<file path="src/rtl/traffic_light_pkg.sv">
// Shared state encoding, default phase durations and a width helper for the traffic light controller.
// Pure declarations: no latency, no backpressure.
package traffic_light_pkg;

  typedef enum logic [1:0] {
    RED    = 2'b00,
    GREEN  = 2'b01,
    YELLOW = 2'b10
  } state_t;

  localparam int DEF_RED_CYCLES    = 6;
  localparam int DEF_GREEN_CYCLES  = 8;
  localparam int DEF_YELLOW_CYCLES = 3;

  function automatic int max3(input int a, input int b, input int c);
    int m;
    m = (a > b) ? a : b;
    return (m > c) ? m : c;
  endfunction

endpackage

</file>
<file path="src/rtl/phase_timer.sv">
// Loadable down-counter that raises done when the count reaches zero; load takes effect on the next edge.
// Free-running, no backpressure; async active-low clear to RST_VAL.
module phase_timer #(
  parameter int CNT_W   = 4,
  parameter int RST_VAL = 0
) (
  input  logic             clk,
  input  logic             rst,
  input  logic             load,
  input  logic [CNT_W-1:0] load_val,
  output logic             done
);

  logic [CNT_W-1:0] cnt;

  always_ff @(posedge clk or negedge rst) begin
    if (!rst) begin
      cnt <= CNT_W'(RST_VAL);
    end else if (load) begin
      cnt <= load_val;
    end else if (cnt != '0) begin
      cnt <= cnt - 1'b1;
    end
  end

  assign done = (cnt == '0);

endmodule

</file>
<file path="src/rtl/traffic_light_fsm.sv">
// Free-running RED->GREEN->YELLOW lamp sequencer with Moore one-hot outputs; phase changes on the edge where the timer is 0.
// No handshake or backpressure. Define TLF_STATE_OUT_EN to expose the registered state on state_o.
module traffic_light_fsm
  import traffic_light_pkg::*;
#(
  parameter int RED_CYCLES    = DEF_RED_CYCLES,
  parameter int GREEN_CYCLES  = DEF_GREEN_CYCLES,
  parameter int YELLOW_CYCLES = DEF_YELLOW_CYCLES
) (
  input  logic       clk,
  input  logic       rst,
  output logic       red,
  output logic       green,
  output logic       yellow
`ifdef TLF_STATE_OUT_EN
  ,
  output logic [1:0] state_o
`endif
);

  localparam int CNT_W = $clog2(max3(RED_CYCLES, GREEN_CYCLES, YELLOW_CYCLES)) + 1;

  localparam logic [CNT_W-1:0] RED_LD    = CNT_W'(RED_CYCLES - 1);
  localparam logic [CNT_W-1:0] GREEN_LD  = CNT_W'(GREEN_CYCLES - 1);
  localparam logic [CNT_W-1:0] YELLOW_LD = CNT_W'(YELLOW_CYCLES - 1);

  state_t           state;
  state_t           state_nxt;
  logic             done;
  logic             load;
  logic [CNT_W-1:0] load_val;

  phase_timer #(
    .CNT_W   (CNT_W),
    .RST_VAL (RED_CYCLES - 1)
  ) u_phase_timer (
    .clk      (clk),
    .rst      (rst),
    .load     (load),
    .load_val (load_val),
    .done     (done)
  );

  always_ff @(posedge clk or negedge rst) begin
    if (!rst) begin
      state <= RED;
    end else begin
      state <= state_nxt;
    end
  end

  // Illegal encoding falls to the red decode and restarts a full red phase immediately.
  always_comb begin
    state_nxt = state;
    load      = 1'b0;
    load_val  = RED_LD;
    red       = 1'b1;
    green     = 1'b0;
    yellow    = 1'b0;
    case (state)
      RED: begin
        if (done) begin
          state_nxt = GREEN;
          load      = 1'b1;
          load_val  = GREEN_LD;
        end
      end
      GREEN: begin
        red   = 1'b0;
        green = 1'b1;
        if (done) begin
          state_nxt = YELLOW;
          load      = 1'b1;
          load_val  = YELLOW_LD;
        end
      end
      YELLOW: begin
        red    = 1'b0;
        yellow = 1'b1;
        if (done) begin
          state_nxt = RED;
          load      = 1'b1;
          load_val  = RED_LD;
        end
      end
      default: begin
        state_nxt = RED;
        load      = 1'b1;
        load_val  = RED_LD;
      end
    endcase
  end

`ifdef TLF_STATE_OUT_EN
  assign state_o = state;
`endif

endmodule

</file>
<file path="config.mk">
export PLATFORM = sky130hd
export DESIGN_NAME = traffic_light_fsm
export DESIGN_NICKNAME = d
export VERILOG_FILES = /design/src/rtl/traffic_light_pkg.sv /design/src/rtl/phase_timer.sv /design/src/rtl/traffic_light_fsm.sv
export SDC_FILE = /design/constraint.sdc
export NUM_CORES = 1
export LEC_CHECK = 0
export ABC_AREA = 1
export CAP_MARGIN = 10
export CELL_PAD_IN_SITES_DETAIL_PLACEMENT = 0
export CELL_PAD_IN_SITES_GLOBAL_PLACEMENT = 1
export CORE_AREA = 2 2 39 41
export DETAILED_ROUTE_END_ITERATION = 16
export DIE_AREA = 0 0 41 43
export PLACE_DENSITY = 0.62
export SYNTH_ARGS = -nofsm -noshare
export SYNTH_HDL_FRONTEND = slang
export SYNTH_SLANG_ARGS = --single-unit
</file>
<file path="constraint.sdc">
create_clock -name clk -period 1.3 [get_ports clk]
set_input_delay 0.26 -clock clk [delete_from_list [all_inputs] [get_ports clk]]
set_output_delay 0.26 -clock clk [all_outputs]
set_load 0.02 [all_outputs]
</file>
Word-level counts from Yosys, hierarchy flattened --
Cells that the tools add are included.
Operators by class: $add $sub $neg 1, multiply operators 0, div/mod/pow operators 0, order comparisons 0, equality and inequality tests 5, shift operators 0, mux-type cells 14, bitwise gates (word level) 0, reduce and logical (&&, ||, !) cells 7
Operators by type and width (count):
- two-way mux 2 bit | 4
- two-way mux 4 bit | 2
- one-hot mux 4 bit (2 select lines) | 1
- != test 2 bit, second input constant | 3
- one-hot mux 2 bit (3 select lines) | 1
- two-way mux 1 bit | 5
- logical NOT 4 bit | 1
- nonzero test 4 bit | 1
- subtractor 4 x 1 -> 4 bit, second input constant | 1
- two-way mux 3 bit | 1
- AND reduction 3 bit | 1
- OR reduction 3 bit | 1
- equality test 2 x 1 -> 1 bit, second input constant | 1
- equality test 2 bit, second input constant | 1
- logical NOT 2 bit | 1
- nonzero test 2 bit | 1
- OR reduction 2 bit | 1
Storage, ports and cells: bits in registers 6, latch bits 0, RAM bits 0, memory bits (read-only) 0, input port bits 2, output and inout port bits 3, logic and storage cells 29, memories 0

Logic depth before layout (Yosys ltp) --
Gate-level depths: netlist (run 1).
depth in word-level cells 4, depth in mapped cells 7, mapped depth without buffers 7

Modules after synthesis --
A second synthesis (run 1) with hierarchy kept.
Unflattened totals: cells, all modules 62, area total of the unflattened synthesis 466.7 um2
Modules (own cells, without submodules):
- phase_timer | times used 1, cells an instance 34, area an instance 245.2 um2, seq. area each 102.6 um2
- traffic_light_fsm | times used 1, cells an instance 28, area an instance 221.5 um2, seq. area each 50.0 um2

Worst setup path before layout (run 1) --
No wires, ideal clock.
kind register to register, start register state[0], end register state[1], setup time 0.117 ns, data arrival time 1.093 ns, data required time 1.183 ns, path slack 0.090 ns, stages on the path, launching flop included 8, buffers on the path 0, period minus slack after synthesis 1.210 ns, path through dfrtp_1 inv_1 ha_1 inv_1 nand2_1 nand2_1 nand2_1 nand2_1
On the way: word-level cells in the longest chain between the ends 3, elaborated cells on any way between the ends 8, classes of those cells eq/ne: 5; mux: 1; reduce/logical: 2
RTL lines:
- from (decl) | line traffic_light_fsm.sv:27 | state_t state;
- from (signal assigned) | line traffic_light_fsm.sv:48 | state <= state_nxt;
- equality test 2 x 1 -> 1 bit, or another cell as far along | line traffic_light_fsm.sv:60 | case (state)
- != test 2 bit (no line)
- AND reduction 3 bit (no line)
Several ways; a longest one is shown, not always the timed one. A chain may end at the register's enable or synchronous reset.

Final worst setup path (run 1) --
start register state[0], end output port red
On the way: word-level cells in the longest chain between the ends 3, elaborated cells on any way between the ends 4, classes of those cells eq/ne: 2; mux: 1; reduce/logical: 1
RTL lines:
- equality test 2 bit / equality test 2 x 1 -> 1 bit (equally long branches) | line traffic_light_fsm.sv:60
- OR reduction 2 bit (no line) (*)
- two-way mux 1 bit (*) | line traffic_light_fsm.sv:60
- to (decl) | line traffic_light_fsm.sv:12 | output logic red,
Mark *: on every way between the ends. The rest lies on a longest branch, timed or not.

==> reports/metrics.cfg, run 1 <==
[logic_synthesis]
synth.distinct_cells=13
synth_seq_area_share=0.366
portion_of_netlist_area_occupied_by_mux_cells=0
yosys.area_share.xor_xnor=0
synthesized_netlist_net_count=61
yosysWarnings=0
synth_top_family_by_area=simple AND/OR/NAND/NOR gates
synthSimpleGateAreaFrac=0.351
synth-compound-area-share=0.0120
mappedNetlistArea_um2=417
ys_seq_elements=6
syn-mean-instance-area_um2=7.86
synth_fa_ha_area_frac=0.180
syn-instance-count=53

[place]
estimated_wirelength_of_the_detail_placed_design_um=607
place.gp.congestion=0.634
place_ws_ns=-0.292
portBuffers=4

[final_layout]
n_antenna_cell=0
final.fill_count=139
layout-drive-gt1-share=0.478
post-route-util=0.439
synthToLayoutAreaGrowth_pct=45.6
multiInputGateArea_um2=259
ff_latch_area_um2=153
finish.net_count=79

[grt]
grt_first_pass_wirelength_um=1460
grt_start_max_net_pins=9
grt_use_total=0.127
grt_pass1_vias=372
initial_antenna_violation_count=0
gr-total-overflow=0

[setup_path]
timing.critical_path.from_type=register
rr_endpoint=state[1]
slack_of_the_worst_reg_to_reg_path_ns=0.04
worstPathRequired_ns=1.04
worstSetupPathType=register to output port
worstPathMaxFanout=3
worst-r2r-cell-count=7
critical_path.endpoint_type=output port
r2r_start=state[0]
critical_path_arrival_ns=1.09

[status]
failed_checks=setup timing
outcome=finished, violations left

[detailed_routing]
wire_per_inst_um=9.15
via_count=357
route.antenna.remaining_nets=0
post-route-drc-count=0
post_drt_via_cell_ratio=4.20
drt_iter0_drc=5
wirelength_um=778
router_iterations_before_antenna_repair=2

[clocking]
path_clk_slew_ns=0.05
cts_htree_levels=1
cts-buffers-inserted=3
cts_buffer_depth=2
cts_root_buf=sky130_fd_sc_hd__clkbuf_4
cts_num_sinks=6
cts_hold_buf=0
tritoncts_clock_tree=yes
insertion_delay_ns=0.25

[flow_run]
cap_violations=0

[pwr]
switching_share=0.202
power.switching_mw=0.0744
comb_power_share=0.017
pwr-share-seq=0.508
ir_worst_vdd_mv=0.374
total_leakage_power_nw=0.309
power_density_nw_per_um2=609
power_frac_clock=0.475
power.internal_mw=0.295

[floorplanning]
design.die.area_um2=1760
initial_core_util=0.301
floorplan.die.width_um=41
die_height_um=43
design.portCount=5
std_cell_rows=14
coreArea_um2=1380

[sta]
timing_hold_violations_final=0
achievable_clock_frequency_mhz=740
final.min_clock_period_ns=1.35
setup_repair_after_global_routing_missed_its_margin=true
timing.final.setup_violations=3
timing.setup.tns_ns=-0.120
layout_setup_ws_ns=-0.0510
worstMarginPinSlew_ns=0.295
slew_headroom=0.803
timing.hold.ws_ns=0.262
clock-skew-final_ns=0.00727
fin_crit_sh=1.04
timing.final.max_slew_violations=0

[worst_hold_path]
min_path_type=primary input to asynchronous set/reset pin

-- cells by family after synthesis --
family | count (synthesis)
simple gates | 30
flops | 6
buf+inv | 10
fa+ha+maj | 6
compound gates | 1
-- layout make-up --
class	count	share of cell area
Clock buffer	3	0.0371
Timing Repair Buffer	13	0.190
Inverter	10	0.0619
Tap cell	16	0.0330
Multi-Input combinational cell	37	0.427
Sequential cell	6	0.252
-- synth_stat cells --
master / count / area share
sky130_fd_sc_hd__o21ai_1: 1 / 0.012
sky130_fd_sc_hd__ha_1: 6 / 0.18
sky130_fd_sc_hd__nor2_1: 3 / 0.027
sky130_fd_sc_hd__nand2_1: 16 / 0.14
sky130_fd_sc_hd__inv_1: 8 / 0.072
sky130_fd_sc_hd__nand3_4: 1 / 0.042
sky130_fd_sc_hd__nand3_1: 5 / 0.060
sky130_fd_sc_hd__nor2_2: 1 / 0.015
sky130_fd_sc_hd__dfstp_2: 2 / 0.13
sky130_fd_sc_hd__nand3b_1: 1 / 0.018
sky130_fd_sc_hd__inv_2: 2 / 0.018
sky130_fd_sc_hd__dfrtp_1: 4 / 0.24
sky130_fd_sc_hd__nand2_2: 3 / 0.045
-- power by group through the flow --
| stage | registers, mW | clock network [mW] | logic, mW |
|---|---|---|---|
| after detailed placement | 0.190 | 0 | 0.00655 |
| after floorplan | 0.190 | 0 | 0.000000156 |
| after CTS | 0.188 | 0.177 | 0.00661 |
| after global placement | 0.190 | 0 | 0.00657 |
| final | 0.188 | 0.175 | 0.00640 |
| after global routing | 0.187 | 0.193 | 0.00719 |
-- worst max-delay path, cell delays in order (launching register included) --
cell,delay (ns)
sky130_fd_sc_hd__dfrtp_1,0.37
sky130_fd_sc_hd__inv_2,0.07
sky130_fd_sc_hd__ha_4,0.26
sky130_fd_sc_hd__inv_2,0.03
sky130_fd_sc_hd__buf_6,0.11
-- flip-flops by register name, summed over array words and instances, names as in the netlist --
signal	cells
u_phase_timer.cnt	4
state	2
-- worst max path at each step --
| stage | end | startpoint | slack [ns] |
|---|---|---|---|
| 6_report | red | state[0] | -0.05 |
| 5_1_grt | red | state[0] | -0.09 |
| 4_1_cts | yellow | state[1] | -0.05 |
| 3_5_place_dp | red | state[0] | -0.29 |
| 3_3_place_gp | red | state[0] | -0.29 |
| 2_1_floorplan | state[1] | state[0] | 0.09 |
-- placed cells by master (no fill, tap or decap), types with 2 or more instances in the layout --
cell                       Yosys  routed
sky130_fd_sc_hd__buf_4         0       8
sky130_fd_sc_hd__buf_6         0       4
sky130_fd_sc_hd__inv_1         8       5
sky130_fd_sc_hd__nand3_1       5       4
sky130_fd_sc_hd__dfstp_2       2       2
sky130_fd_sc_hd__inv_2         2       5
sky130_fd_sc_hd__nand2_2       3       4
sky130_fd_sc_hd__nand2_1      16      15
sky130_fd_sc_hd__clkbuf_4      0       3
sky130_fd_sc_hd__dfrtp_1       4       4
sky130_fd_sc_hd__nor2_1        3       2
sky130_fd_sc_hd__ha_1          6       3
sky130_fd_sc_hd__ha_2          0       2
-- per-stage QoR --
step	total power, mW	std cells	instance area [um2]
floorplan	0.190	53	417
global placement	0.197	79	522
detailed placement	0.197	79	522
CTS	0.371	84	584
global route	0.387	85	607
finish	0.369	85	607
-- metal layers --
metal,vias up,global-route usage,wire length [um]
met5,-,0,0
met3,2,0.0471,15
li1,194,-,-
met2,4,0.181,405
met1,157,0.154,343
met4,0,0.0800,14
-- what timing repair did --
item | in CTS | in global routing
hold endpoints to repair | 0 | 0
buffers inserted | 2 | 1
resized for setup | 25 | 4
pin swaps | 1 | 1
setup endpoints to repair | 5 | 5
Power figures use the tool's default switching activity.
==> run 2: changes to the inputs <==
--- a/config.mk
+++ b/config.mk
@@ -5,14 +5,14 @@
 export SDC_FILE = /design/constraint.sdc
 export NUM_CORES = 1
 export LEC_CHECK = 0
-export ABC_AREA = 1
+export ABC_AREA = 0
 export CAP_MARGIN = 10
 export CELL_PAD_IN_SITES_DETAIL_PLACEMENT = 0
 export CELL_PAD_IN_SITES_GLOBAL_PLACEMENT = 1
 export CORE_AREA = 2 2 39 41
 export DETAILED_ROUTE_END_ITERATION = 16
 export DIE_AREA = 0 0 41 43
-export PLACE_DENSITY = 0.62
+export PLACE_DENSITY = 0.54
 export SYNTH_ARGS = -nofsm -noshare
 export SYNTH_HDL_FRONTEND = slang
 export SYNTH_SLANG_ARGS = --single-unit
==> run 2 against run 1 <==
The run still ends with setup timing left; routed wire length increased by 14%; utilization increased by 0.45 points; non-clock buffer count unchanged; combinational power decreased by 3.4%; worst setup slack got worse by 0.017 ns; area after synthesis decreased by 9.9%; clock power increased by 7%; critical path depth unchanged; first-iteration DRC count decreased by 40%; design area increased by 1.0%; sequential power about the same; highest routed layer unchanged.
==> reports/metrics.cfg, run 2 <==
[status]
outcome=finished, violations left
failed_checks=setup timing

[logic_synthesis]
async_flop_share=1.00  ; unchanged
synthSimpleGateAreaFrac=0.147  ; -0.205
synth_largest_area_cell=sky130_fd_sc_hd__dfrtp_1
synth_fa_ha_area_frac=0.200  ; +0.0198
mappedNetlistArea_um2=375  ; -9.9%
synth_seq_area_share=0.407  ; +0.0403
synthesized_netlist_net_count=45  ; -26%
portion_of_netlist_area_occupied_by_mux_cells=0.0267  ; +0.0267
synth-edff-count=0  ; unchanged
synth_top_family_by_area=adder cells
yosys_most_used_dff=sky130_fd_sc_hd__dfrtp_1
yosys.area_share.xor_xnor=0  ; unchanged
yosysWarnings=0  ; unchanged
syn-mean-instance-area_um2=10.1  ; +29%
ys_seq_elements=6  ; unchanged
synth_top_cells_by_area=sky130_fd_sc_hd__dfrtp_1, sky130_fd_sc_hd__ha_1, sky130_fd_sc_hd__dfstp_2
synth.distinct_cells=14  ; +1
synth.cells.most_frequent=sky130_fd_sc_hd__ha_1, sky130_fd_sc_hd__inv_1, sky130_fd_sc_hd__dfrtp_1, sky130_fd_sc_hd__nor2_1, sky130_fd_sc_hd__nand2_1
syn-instance-count=37  ; -30%
synth-compound-area-share=0.160  ; +0.148
synth_top_area_share=0.267  ; +0.0264

[pwr]
switching_share=0.195  ; -0.00636
power_frac_clock=0.492  ; +0.017
pwr-share-seq=0.492  ; -0.016
comb_power_share=0.016  ; about the same
power.switching_mw=0.0744  ; about the same
power.internal_mw=0.307  ; +4.0%
ir_worst_vdd_mv=0.348  ; -6.9%
total_leakage_power_nw=0.248  ; -20%
power_density_nw_per_um2=622  ; +2.1%
total_power_mw=0.381  ; +3.2%

[clocking]
cts-buffers-inserted=3  ; unchanged
cts_hold_buf=0  ; unchanged
tritoncts_clock_tree=yes
cts_root_buf=sky130_fd_sc_hd__clkbuf_4
cts_htree_levels=1  ; unchanged
cts_buffer_depth=2  ; unchanged
insertion_delay_ns=0.25  ; about the same
path_clk_slew_ns=0.05  ; about the same
cts_num_sinks=6  ; unchanged

[setup_path]
critical_path_arrival_ns=1.11  ; +0.02 ns
worstPathCellList=inv_2 > ha_4 > inv_2 > buf_6
timing.critical_path.from_type=register
worstPathRequired_ns=1.04  ; about the same
setup.worst_path.start=state[0]
worst_setup_path_endpoint=red
worst-r2r-cell-count=5  ; -2
worstSetupPathType=register to output port
timing.critical_path.max_delay_family=flip-flops
critical_path.endpoint_type=output port
worstPathMaxFanout=3  ; unchanged
cp_num_cells=4  ; unchanged
slowest_delay_ns=0.37  ; about the same
slack_of_the_worst_reg_to_reg_path_ns=-0.01  ; -0.05 ns
r2r_start=u_phase_timer.cnt[1]
rr_endpoint=state[0]
critical_path_buf_inv_count=3  ; unchanged
crit_path_top_delay_cell=sky130_fd_sc_hd__dfrtp_1
critical_path.most_common_cell=sky130_fd_sc_hd__inv_2

[sta]
timing.final.setup_violations=4  ; +1
achievable_clock_frequency_mhz=731  ; -1.2%
timing.final.max_slew_violations=0  ; unchanged
fin_crit_sh=1.05  ; +0.0129
final.min_clock_period_ns=1.37  ; +0.0168 ns
clock-skew-final_ns=0.00518  ; -0.00209 ns
layout_setup_ws_ns=-0.0678  ; -0.0168 ns
setup_repair_after_global_routing_missed_its_margin=true
worstMarginPinSlew_ns=0.381  ; +0.0854 ns
slew_headroom=0.746  ; -0.0566
timing_hold_violations_final=0  ; unchanged

[detailed_routing]
router_iterations_before_antenna_repair=2  ; unchanged
drt_iter0_drc=3  ; -2
post_drt_via_cell_ratio=4.87  ; +16%
post-route-drc-count=0  ; unchanged
wirelength_um=885  ; +14%
via_count=341  ; -4.5%
route.antenna.remaining_nets=0  ; unchanged
wire_per_inst_um=12.6  ; +38%

[place]
estimated_wirelength_of_the_detail_placed_design_um=679  ; +12%
placed_inst_area_um2=480  ; -7.9%
place.gp.congestion=0.725  ; +14%
dp.cells=63  ; -20%
portBuffers=4  ; unchanged

[grt]
initial_antenna_violation_count=0  ; unchanged
grt_use_total=0.146  ; +0.0185
grt_pass1_vias=377  ; +1.3%
grt_start_max_net_pins=9  ; unchanged
gr-total-overflow=0  ; unchanged
grt_first_pass_wirelength_um=1640  ; +12%

[floorplanning]
std_cell_rows=14  ; unchanged
design.portCount=5  ; unchanged
initial_core_util=0.271  ; -0.0298
coreArea_um2=1380  ; unchanged
die_height_um=43  ; unchanged
floorplan.die.width_um=41  ; unchanged
design.die.area_um2=1760  ; unchanged

[final_layout]
finish.cell_count_without_fillers=70  ; -18%
n_antenna_cell=0  ; unchanged
finalInstanceArea_um2=613  ; +1.0%
largest-register=u_phase_timer.cnt
layout-drive-gt1-share=0.574  ; +0.0958
post-route-util=0.443  ; +0.00452
final.fill_count=139  ; unchanged
final_cell_mix=sky130_fd_sc_hd__buf_6, sky130_fd_sc_hd__inv_2, sky130_fd_sc_hd__buf_4
layout.cells.most_common=sky130_fd_sc_hd__buf_6
largest_register_ff_count=4  ; unchanged
largest_registers=u_phase_timer.cnt: 4 flops, state: 2 flops
finish.net_count=63  ; -20%
synthToLayoutAreaGrowth_pct=63.3

[flow_run]
cap_violations=0  ; unchanged

[worst_hold_path]
min_path_type=primary input to asynchronous set/reset pin

run 2: changes by cell type after synthesis, sizes merged:
cell / previous run / this run
o2111ai: 0 / 1
nand3: 6 / 0
nand3b: 1 / 0
inv: 10 / 6
o31ai: 0 / 2
o311ai: 0 / 2
o21ai: 1 / 2
nand2: 19 / 3
nor3b: 0 / 1
nor3: 0 / 2
o22a: 0 / 1
mux2i: 0 / 1
run 2: how the worst min path moves through the flow:
stage          slack, ns  cells past startpoint                   end
2_1_floorplan      -0.04                      0              state[0]
3_3_place_gp        0.52                      1  u_phase_timer.cnt[1]
3_5_place_dp        0.52                      1  u_phase_timer.cnt[1]
4_1_cts             0.25                      1  u_phase_timer.cnt[3]
5_1_grt             0.26                      1  u_phase_timer.cnt[3]
6_report            0.25                      1  u_phase_timer.cnt[3]
run 2: worst register-to-register path, cell delays in order, from the launching register on:
cell and delay [ns]:
sky130_fd_sc_hd__dfrtp_1 0.38, sky130_fd_sc_hd__inv_2 0.07, sky130_fd_sc_hd__ha_4 0.14, sky130_fd_sc_hd__nor3b_4 0.37, sky130_fd_sc_hd__nor2_1 0.08, sky130_fd_sc_hd__o22a_1 0.17
run 2: what timing repair did:
item | 4_1_cts | 5_1_grt
setup buffers | 2 | 1
endpoints found under the setup margin | 7 | 8
gates resized for setup | 37 | 4
pin swaps | 4 | 1
run 2: area by class of cell:
| type | instances | area, um2 | area share |
|---|---|---|---|
| Timing Repair Buffer | 13 | 126 | 0.206 |
| Multi-Input combinational cell | 25 | 265 | 0.433 |
| Sequential cell | 6 | 153 | 0.249 |
| Tap cell | 16 | 20.0 | 0.0327 |
| Clock buffer | 4 | 26.3 | 0.0429 |
| Inverter | 6 | 22.5 | 0.0367 |
run 2: layer usage:
| layer | GRT usage | vias to the layer above | routed length, um |
|---|---|---|---|
| li1 | - | 166 | - |
| met1 | 0.158 | 167 | 330 |
| met2 | 0.225 | 4 | 505 |
| met3 | 0.0471 | 4 | 22 |
| met4 | 0.100 | 0 | 27 |
| met5 | 0 | - | 0 |
run 2: cells by family after synthesis:
logic type	after synthesis
flops	6
mux	1
buf+inv	6
fa+ha+maj	6
simple gates	10
compound gates	8
run 2: power by group through the flow:
stage	clock network [mW]	logic, mW	registers [mW]
2_1_floorplan	0	0.0000000868	0.190
3_3_place_gp	0	0.00642	0.190
3_5_place_dp	0	0.00635	0.190
4_1_cts	0.197	0.00642	0.187
5_1_grt	0.210	0.00708	0.187
6_report	0.187	0.00618	0.188
run 2: stage by stage:
step / setup slack, ns / hold WS, ns / setup TNS (ns)
after floorplan: 0.00114 / -0.0356 / 0
after global placement: -0.294 / 0.522 / -0.842
after detailed placement: -0.325 / 0.520 / -1.11
after CTS: -0.0862 / 0.253 / -0.199
after global routing: -0.136 / 0.263 / -0.494
final: -0.0678 / 0.255 / -0.151
